`src/rtl/mem_axi_burst_splitter.sv`:
```
// AXI4-to-AXI3 burst splitter with DRAM window relocation.
// Splits upstream bursts into sub-bursts of at most MAX_LEN+1 beats,
// regenerates wlast per sub-burst and merges responses back into one
// upstream transaction. Read and write paths each allow one outstanding burst.
module mem_axi_burst_splitter #(
    parameter int unsigned DATA_WIDTH = 64,
    parameter int unsigned ID_WIDTH   = 6,
    parameter int unsigned MAX_LEN    = 15,
    parameter int unsigned WIN_BITS   = 28,
    parameter logic [31-WIN_BITS:0] WIN_BASE = 4'h1
) (
    input  logic                      clk,
    input  logic                      reset_n,
    // upstream read address / data
    input  logic                      s_ar_valid,
    output logic                      s_ar_ready,
    input  logic [31:0]               s_ar_addr,
    input  logic [ID_WIDTH-1:0]       s_ar_id,
    input  logic [7:0]                s_ar_len,
    input  logic [2:0]                s_ar_size,
    input  logic [1:0]                s_ar_burst,
    output logic                      s_r_valid,
    input  logic                      s_r_ready,
    output logic [DATA_WIDTH-1:0]     s_r_data,
    output logic [ID_WIDTH-1:0]       s_r_id,
    output logic [1:0]                s_r_resp,
    output logic                      s_r_last,
    // upstream write address / data / response
    input  logic                      s_aw_valid,
    output logic                      s_aw_ready,
    input  logic [31:0]               s_aw_addr,
    input  logic [ID_WIDTH-1:0]       s_aw_id,
    input  logic [7:0]                s_aw_len,
    input  logic [2:0]                s_aw_size,
    input  logic [1:0]                s_aw_burst,
    input  logic                      s_w_valid,
    output logic                      s_w_ready,
    input  logic [DATA_WIDTH-1:0]     s_w_data,
    input  logic [DATA_WIDTH/8-1:0]   s_w_strb,
    input  logic                      s_w_last,
    output logic                      s_b_valid,
    input  logic                      s_b_ready,
    output logic [ID_WIDTH-1:0]       s_b_id,
    output logic [1:0]                s_b_resp,
    // downstream read address / data
    output logic                      m_ar_valid,
    input  logic                      m_ar_ready,
    output logic [31:0]               m_ar_addr,
    output logic [ID_WIDTH-1:0]       m_ar_id,
    output logic [3:0]                m_ar_len,
    output logic [2:0]                m_ar_size,
    output logic [1:0]                m_ar_burst,
    input  logic                      m_r_valid,
    output logic                      m_r_ready,
    input  logic [DATA_WIDTH-1:0]     m_r_data,
    input  logic [ID_WIDTH-1:0]       m_r_id,
    input  logic [1:0]                m_r_resp,
    input  logic                      m_r_last,
    // downstream write address / data / response
    output logic                      m_aw_valid,
    input  logic                      m_aw_ready,
    output logic [31:0]               m_aw_addr,
    output logic [ID_WIDTH-1:0]       m_aw_id,
    output logic [3:0]                m_aw_len,
    output logic [2:0]                m_aw_size,
    output logic [1:0]                m_aw_burst,
    output logic                      m_w_valid,
    input  logic                      m_w_ready,
    output logic [DATA_WIDTH-1:0]     m_w_data,
    output logic [DATA_WIDTH/8-1:0]   m_w_strb,
    output logic                      m_w_last,
    input  logic                      m_b_valid,
    output logic                      m_b_ready,
    input  logic [ID_WIDTH-1:0]       m_b_id,
    input  logic [1:0]                m_b_resp
);

    localparam int unsigned CNT_W = 9;

    typedef enum logic [1:0] {RIDLE, RADDR, RDATA} rstate_t;
    typedef enum logic [1:0] {WIDLE, WADDR, WRESP} wstate_t;

    // length of the next sub-burst (len encoding) given the remaining beats
    function automatic logic [3:0] sub_len(input logic [CNT_W-1:0] rem);
        if (rem > CNT_W'(MAX_LEN + 1)) sub_len = 4'(MAX_LEN);
        else                           sub_len = 4'(rem - CNT_W'(1));
    endfunction

    function automatic logic [31:0] map_addr(input logic [WIN_BITS-1:0] a);
        map_addr = {WIN_BASE, a};
    endfunction

    function automatic logic [31:0] next_addr(input logic [31:0] a, input logic [1:0] burst,
                                              input logic [3:0] len, input logic [2:0] size);
        next_addr = (burst == 2'b01) ? a + ((32'(len) + 32'd1) << size) : a;
    endfunction

    // ---------------- read path ----------------
    rstate_t          r_state;
    logic [31:0]      r_addr;
    logic [CNT_W-1:0] r_rem, r_subs, r_lasts;
    logic [CNT_W-1:0] ar_rem_next;
    logic [31:0]      ar_addr_next;
    logic             r_busy, r_final, r_final_hs;

    assign ar_rem_next  = r_rem - (CNT_W'(m_ar_len) + CNT_W'(1));
    assign ar_addr_next = next_addr(r_addr, m_ar_burst, m_ar_len, m_ar_size);
    assign r_busy       = (r_state != RIDLE);
    assign r_final      = (r_state == RDATA) && (r_lasts == r_subs - CNT_W'(1));
    assign m_r_ready    = s_r_ready && r_busy;
    assign s_r_valid    = m_r_valid && r_busy;
    assign s_r_data     = m_r_data;
    assign s_r_resp     = m_r_resp;
    assign s_r_id       = m_ar_id;
    assign s_r_last     = m_r_last && r_final;
    assign r_final_hs   = s_r_valid && s_r_ready && s_r_last;

    // read FSM: accept AR, issue sub-burst ARs, wait for the final beat
    always_ff @(posedge clk or negedge reset_n) begin
        if (!reset_n) begin
            r_state    <= RIDLE;
            s_ar_ready <= 1'b0;
            m_ar_valid <= 1'b0;
            m_ar_addr  <= '0;
            m_ar_id    <= '0;
            m_ar_len   <= '0;
            m_ar_size  <= '0;
            m_ar_burst <= '0;
            r_addr     <= '0;
            r_rem      <= '0;
            r_subs     <= '0;
            r_lasts    <= '0;
        end else begin
            if (m_r_valid && m_r_ready && m_r_last) r_lasts <= r_lasts + CNT_W'(1);
            case (r_state)
                RIDLE: begin
                    s_ar_ready <= 1'b1;
                    if (s_ar_valid && s_ar_ready) begin
                        s_ar_ready <= 1'b0;
                        m_ar_valid <= 1'b1;
                        m_ar_addr  <= map_addr(s_ar_addr[WIN_BITS-1:0]);
                        m_ar_len   <= sub_len(CNT_W'(s_ar_len) + CNT_W'(1));
                        m_ar_id    <= s_ar_id;
                        m_ar_size  <= s_ar_size;
                        m_ar_burst <= s_ar_burst;
                        r_addr     <= s_ar_addr;
                        r_rem      <= CNT_W'(s_ar_len) + CNT_W'(1);
                        r_subs     <= '0;
                        r_lasts    <= '0;
                        r_state    <= RADDR;
                    end
                end
                RADDR: begin
                    if (m_ar_valid && m_ar_ready) begin
                        r_subs <= r_subs + CNT_W'(1);
                        r_rem  <= ar_rem_next;
                        r_addr <= ar_addr_next;
                        if (ar_rem_next == '0) begin
                            m_ar_valid <= 1'b0;
                            r_state    <= RDATA;
                        end else begin
                            m_ar_addr <= map_addr(ar_addr_next[WIN_BITS-1:0]);
                            m_ar_len  <= sub_len(ar_rem_next);
                        end
                    end
                end
                RDATA: begin
                    if (r_final_hs) begin
                        s_ar_ready <= 1'b1;
                        r_state    <= RIDLE;
                    end
                end
                default: r_state <= RIDLE;
            endcase
        end
    end

    // ---------------- write path ----------------
    wstate_t          w_state;
    logic [31:0]      w_addr;
    logic [CNT_W-1:0] w_rem, w_subs, w_bcnt, w_total, w_issued, w_fwd;
    logic [CNT_W-1:0] aw_rem_next;
    logic [31:0]      aw_addr_next;
    logic [3:0]       w_sub_beat;
    logic [1:0]       w_resp_acc, b_merged;
    logic             w_permit, w_hs, w_last_b;

    assign aw_rem_next  = w_rem - (CNT_W'(m_aw_len) + CNT_W'(1));
    assign aw_addr_next = next_addr(w_addr, m_aw_burst, m_aw_len, m_aw_size);
    assign w_permit     = (w_issued > w_fwd);
    assign m_w_valid    = s_w_valid && w_permit;
    assign s_w_ready    = m_w_ready && w_permit;
    assign m_w_data     = s_w_data;
    assign m_w_strb     = s_w_strb;
    assign m_w_last     = (w_sub_beat == 4'(MAX_LEN)) || (w_fwd == w_total - CNT_W'(1));
    assign w_hs         = m_w_valid && m_w_ready;
    assign w_last_b     = (w_state == WRESP) && (w_bcnt == w_subs - CNT_W'(1));
    assign b_merged     = (m_b_resp > w_resp_acc) ? m_b_resp : w_resp_acc;
    assign m_b_ready    = w_last_b ? s_b_ready : 1'b1;
    assign s_b_valid    = m_b_valid && w_last_b;
    assign s_b_id       = m_aw_id;
    assign s_b_resp     = b_merged;

    // write FSM: accept AW, issue sub-burst AWs, track W beats and merge B
    always_ff @(posedge clk or negedge reset_n) begin
        if (!reset_n) begin
            w_state    <= WIDLE;
            s_aw_ready <= 1'b0;
            m_aw_valid <= 1'b0;
            m_aw_addr  <= '0;
            m_aw_id    <= '0;
            m_aw_len   <= '0;
            m_aw_size  <= '0;
            m_aw_burst <= '0;
            w_addr     <= '0;
            w_rem      <= '0;
            w_subs     <= '0;
            w_bcnt     <= '0;
            w_total    <= '0;
            w_issued   <= '0;
            w_fwd      <= '0;
            w_sub_beat <= '0;
            w_resp_acc <= '0;
        end else begin
            if (w_hs) begin
                w_fwd      <= w_fwd + CNT_W'(1);
                w_sub_beat <= m_w_last ? 4'd0 : w_sub_beat + 4'd1;
            end
            if (m_b_valid && m_b_ready && !w_last_b) begin
                w_bcnt     <= w_bcnt + CNT_W'(1);
                w_resp_acc <= b_merged;
            end
            case (w_state)
                WIDLE: begin
                    s_aw_ready <= 1'b1;
                    if (s_aw_valid && s_aw_ready) begin
                        s_aw_ready <= 1'b0;
                        m_aw_valid <= 1'b1;
                        m_aw_addr  <= map_addr(s_aw_addr[WIN_BITS-1:0]);
                        m_aw_len   <= sub_len(CNT_W'(s_aw_len) + CNT_W'(1));
                        m_aw_id    <= s_aw_id;
                        m_aw_size  <= s_aw_size;
                        m_aw_burst <= s_aw_burst;
                        w_addr     <= s_aw_addr;
                        w_rem      <= CNT_W'(s_aw_len) + CNT_W'(1);
                        w_total    <= CNT_W'(s_aw_len) + CNT_W'(1);
                        w_subs     <= '0;
                        w_bcnt     <= '0;
                        w_issued   <= '0;
                        w_fwd      <= '0;
                        w_sub_beat <= '0;
                        w_resp_acc <= '0;
                        w_state    <= WADDR;
                    end
                end
                WADDR: begin
                    if (m_aw_valid && m_aw_ready) begin
                        w_subs   <= w_subs + CNT_W'(1);
                        w_issued <= w_issued + CNT_W'(m_aw_len) + CNT_W'(1);
                        w_rem    <= aw_rem_next;
                        w_addr   <= aw_addr_next;
                        if (aw_rem_next == '0) begin
                            m_aw_valid <= 1'b0;
                            w_state    <= WRESP;
                        end else begin
                            m_aw_addr <= map_addr(aw_addr_next[WIN_BITS-1:0]);
                            m_aw_len  <= sub_len(aw_rem_next);
                        end
                    end
                end
                WRESP: begin
                    if (s_b_valid && s_b_ready) begin
                        s_aw_ready <= 1'b1;
                        w_state    <= WIDLE;
                    end
                end
                default: w_state <= WIDLE;
            endcase
        end
    end

    // downstream ids are not checked and upstream wlast is regenerated
    logic unused_ok;
    assign unused_ok = ^{m_r_id, m_b_id, s_w_last};

endmodule

```
`config.mk`:
```
export PLATFORM = sky130hd
export DESIGN_NAME = mem_axi_burst_splitter
export DESIGN_NICKNAME = d
export VERILOG_FILES = /design/src/rtl/mem_axi_burst_splitter.sv
export SDC_FILE = /design/constraint.sdc
export NUM_CORES = 1
export LEC_CHECK = 0
export ABC_AREA = 1
export CAP_MARGIN = 40
export CORE_AREA = 2 2 206 208
export CTS_BUF_LIST = sky130_fd_sc_hd__clkbuf_16
export DETAILED_ROUTE_END_ITERATION = 16
export DIE_AREA = 0 0 208 210
export DONT_BUFFER_PORTS = 1
export PLACE_DENSITY_LB_ADDON = 0.05
export SETUP_SLACK_MARGIN = 0.3
export SYNTH_ARGS = -nofsm -noshare
export SYNTH_HDL_FRONTEND = slang
export SYNTH_SLANG_ARGS = --single-unit
```
`constraint.sdc`:
```
create_clock -name clk -period 5.39 [get_ports clk]
set_input_delay 1.078 -clock clk [delete_from_list [all_inputs] [get_ports clk]]
set_output_delay 1.078 -clock clk [all_outputs]
set_load 0.02 [all_outputs]
```
After elaboration in Yosys (flattened, before gate mapping)
Cells that the tools add are included.
{ "word_totals": {"regBits": 253, "in_bits": 268, "output_inout_bits": 258, "word_cells": 215} }
{ "classes": {"n_addsub": 25, "n_lt_le_gt_ge": 6, "n_eq_ne": 22, "n_shift": 2, "n_mux": 84, "n_reduce_logical": 45} }
{ "ops": {"columns": ["operator", "count"], "rows": [
  ["$mux 32", 12],
  ["$pmux 32 s2", 4],
  ["$mux 9", 18],
  ["$pmux 9 s2", 5],
  ["$add 32x32->32", 2],
  ["$shl 5x3->32", 2],
  ["$mux 4", 14],
  ["$add 9x1->9 const B", 6],
  ["$gt 9x5->1 const B", 4],
  ["$reduce_and 4->1", 8],
  ["$eq 9x9->1", 3],
  ["$sub 9x1->9 const B", 3],
  ["$mux 2", 12],
  ["$ne 2x2->1 const B", 11],
  ["$add 4x1->5 const B", 4],
  ["$logic_and 1x1->1", 20],
  ["$add 8x1->9 const B", 2],
  ["$logic_not 9->1", 2],
  ["$sub 9x5->9", 2],
  ["$pmux 4 s2", 2],
  ["$sub 4x1->4 const B", 4],
  ["$pmux 2 s3", 2],
  ["$mux 1", 11],
  ["$reduce_bool 2->1", 5],
  ["other kinds (14)", 26]
]} }

Depth between registers and ports, before layout
{ "depth": {"ltp_word": 9, "ltp_mapped": 22, "ltp_nobuf": 22} }

Worst setup path after synthesis
No wires, ideal clock.
{ "synth_timing": {"path_kind": "input to output", "start": "input m_r_last", "end": "output s_r_last", "t_arrival_ns": 2.137, "required_ns": 4.312, "path_slack_ns": 2.175, "cell_stages": 6, "n_path_buf": 0, "cell_sequence": "o21ai_0 > nor3_1 > nand2_1 > nor2_1 > nand2_1 > nor4_1"} }
{ "synth_between": {"elab_chain_cells": 1} }
{ "synth_lines": {"columns": ["item", "line_no", "rtl"], "rows": [
  ["start: declaration", "58", "input logic m_r_last,"],
  ["$logic_and 1x1->1", "115", "assign s_r_last = m_r_last && r_final;"],
  ["end: declaration", "27", "output logic s_r_last,"]
]} }
No other way between the ends.

Final worst setup path
{ "layout_timing": {"start": "register w_subs[0]", "end": "output s_b_valid"} }
{ "layout_between": {"elab_chain_cells": 4} }
{ "layout_lines": {"columns": ["item", "line_no", "rtl"], "rows": [
  ["start: declaration", "181", "logic [CNT_W-1:0] w_rem, w_subs, w_bcnt, w_total, w_issued, w_fwd;"],
  ["start signal: assignment", "258", "w_subs <= w_subs + CNT_W'(1);"],
  ["$sub 9x1->9", "197", "assign w_last_b = (w_state == WRESP) && (w_bcnt == w_subs - CNT_W'(1));"],
  ["$eq 9x9->1", "197", null],
  ["$logic_and 1x1->1", "197", null],
  ["$logic_and 1x1->1", "200", "assign s_b_valid = m_b_valid && w_last_b;"],
  ["end: declaration", "41", "output logic s_b_valid,"]
]} }
No other way between the ends.

==> reports/results.ini <==
[run_status]
run_status=complete, no violations

[timing]
period_needed_ns=4.02
drv_slew=0
fmax_mhz=249
rsz0062_at_grt=no
slew-limit-headroom_pct=47.2
final.setup_skew_ns=0.0163
setup_viol=0
hold_viol=0
tightest_slew_ns=0.791
fin_crit_sh_pct=74.6
finalSetupTns_ns=0

[global_routing]
grt_start_max_net_pins=240
grt_use_met1_pct=28.8
grt_pass1_wl_um=79500
grt_overflow=0
use_met2_pct=36.8
grt.met3_usage_pct=7.05
grt_pass1_vias=14301
grt.total_usage_pct=22.6
antenna_found_initial=3
busiest_layer=met2

[placed_design]
globalplace.congestion=0.895
io_buffers=0
dp_cells=2853
dp_hpwl_um=37100

[synth]
ys_seq_elements=239
syn_inst=2523
synth_top_area_share_pct=34.8
yosysSeqAreaShare_pct=34.8
yosysUniqueCellTypes=47
synth_edf_count=0
ys_top_cells_by_area=dfrtp_1 (35%), nand2_1 (19%), buf_4 (6.8%)
yosysMostFrequentCell=nand2_1
yosys.area.top_type=dfrtp_1
syn-mean-instance-area_um2=6.81
syn_area_um2=17200
ys.flop_type=dfrtp_1
yosysWarnings=0
synth_commonest_cells=nand2_1 (882), dfrtp_1 (239), inv_1 (237)
postSynth.asyncResetShare_pct=100

[floorplan]
rows=75
io_pins=526
initial_core_util_pct=41.4
die_height_um=210
fp.coreArea_um2=41500
design.die.area_um2=43700
die_w_um=208

[cts]
cts_tree=yes
cts.sinks=239
cts_buffer_depth=3
cts_hold_buf=0
clk_latency_ns=0.59
cts_max_level=1
post-cts-setup-buffers=0
cts_root_buf=clkbuf_16
post_cts_resized=0
clk_pin_slew_ns=0.06
numCtsBuffers=31

[setup_path]
crit_buf_inv=2
critPathArrivalTime_ns=2.94
crit_chain=inv_1, ha_1, inv_1, nor2_1, nand3_1, nand2_1, nand2_1, nand2_1, nand2_1, nor2_1, nand3_1, nor2_1
end_kind=primary output
start_kind=flop
critPathMaxStageDelay_ns=0.46
cp.depth=12
slowest_stage=dfrtp_1
cp-endpoint=s_b_valid
regToRegStartpoint=m_aw_len[1]
reg2reg_depth=17
crit_start=w_subs[0]
critPathKind=reg -> out
regToRegSetupSlack_ns=1.87
crit_top_cell=nand2_1
worstPathMaxFanout=13
timing.rr.end=w_addr[20]
crit_required_ns=4.31
critical_path.top_delay_family=simple AND/OR/NAND/NOR gates

[finish]
multiInputGateArea_um2=8810
num-fill-cells=4397
drive_gt1_share_pct=4.01
areaGrowthSynthToFinish_pct=1.34
register_area_um2=5980
final_cell_count_no_fill=2910
nets=2687

[detailed_routing]
via_per_inst=5.14
avgRoutedWirePerCell_um=17.4
drtIter0Drc=929
drc=0
first_pass_iters=9
wirelength_um=50800
route.vias.total=14967
postRouteAntennaNets=0

[power]
ir_drop_v=0.000219
total_power_mw=4.38
p_per_area_nw_per_um2=252
clockPowerShare_pct=42.9
switchingPower_mw=1.25
swShare_pct=28.7
power_frac_comb_pct=11.2
p_seq_share_pct=45.9
intPower_mw=3.12
leakage_nw=9.25

[worst_hold_path]
hp-class=in -> async

[flow_run]
maxCapViolations=0

## power groups by stage
| stage | registers [mW] | logic, mW | clock network, mW |
|---|---|---|---|
| floorplan | 2.01 | 0.563 | 0 |
| global placement | 2.04 | 0.482 | 0 |
| detailed placement | 2.04 | 0.490 | 0 |
| CTS | 2.01 | 0.493 | 1.94 |
| global route | 2.03 | 0.566 | 2.01 |
| finish | 2.01 | 0.488 | 1.88 |
## flip-flops by register name (all words and copies together) (netlist names), 3 cells and up
name and count:
m_ar_addr 29, m_aw_addr 29, w_sub_beat 4, r_rem 9, r_addr 28, w_total 9
m_aw_id 6, m_aw_len 4, w_addr 28, m_aw_size 3, w_subs 9, w_issued 9
r_subs 9, r_lasts 9, w_bcnt 9, m_ar_len 4, m_ar_size 3, w_fwd 9
m_ar_id 6, w_rem 9
## placed cells by master (no fill, tap or decap), types with 35 or more instances in the layout
cell type,count
nor2_1,195
a21oi_1,100
dfrtp_1,239
nand4_1,35
nand3_1,197
xor2_1,43
o21ai_0,138
inv_1,244
ha_1,67
nand2_1,881
## through the flow
step	hold WS, ns	worst slack [ns]	cell area (µm²)	utilization [%]
detailed placement	0.469	1.69	16500	39.8
CTS	0.150	1.33	17400	42.0
global route	0.152	1.08	17400	42.0
global placement	0.463	1.68	16500	39.7
finish	0.186	1.37	17400	42.0
floorplan	0.446	2.18	17200	-
## how the worst min path moves through the flow
| stage | start | end | slack (ns) | cells past startpoint |
|---|---|---|---|---|
| after floorplan | w_rem[0] | w_rem[0] | 0.45 | 2 |
| after global placement | w_issued[0] | w_issued[0] | 0.46 | 2 |
| after detailed placement | w_issued[0] | w_issued[0] | 0.47 | 2 |
| after CTS | reset_n | m_ar_addr[11] | 0.15 | 0 |
| after global routing | reset_n | m_ar_addr[11] | 0.15 | 0 |
| final | reset_n | m_ar_addr[11] | 0.19 | 0 |
## per-layer routing
metal  up-vias  share of wire [%]
met5         -              0.093
met4         4                2.7
met3        93                8.2
met2       483                 46
met1      6849                 43
li1       7538                  -
## logic make-up (layout without fill, tap and decap cells)
logic type      count (synthesis)  in the layout  share of synthesized area (%)
compound gates                277            277                           8.61
xor+xnor                       63             63                           3.29
fa+ha+maj                      72             72                           5.46
buf+inv                       476            317                           14.0
flops                         239            239                           34.8
other cells                     1              8                         0.0218
simple gates                 1395           1395                           33.8
## final cells by class
cell class / count / area share [%]
multi-input combinational: 1813 / 50.6
sequential: 239 / 34.4
antenna: 2 / 0.0288
timing repair buffer: 13 / 0.633
inverter: 249 / 5.37
clock buffer: 31 / 4.46
clock inverter: 24 / 0.669
tap: 539 / 3.87
Power figures use the tool's default switching activity.
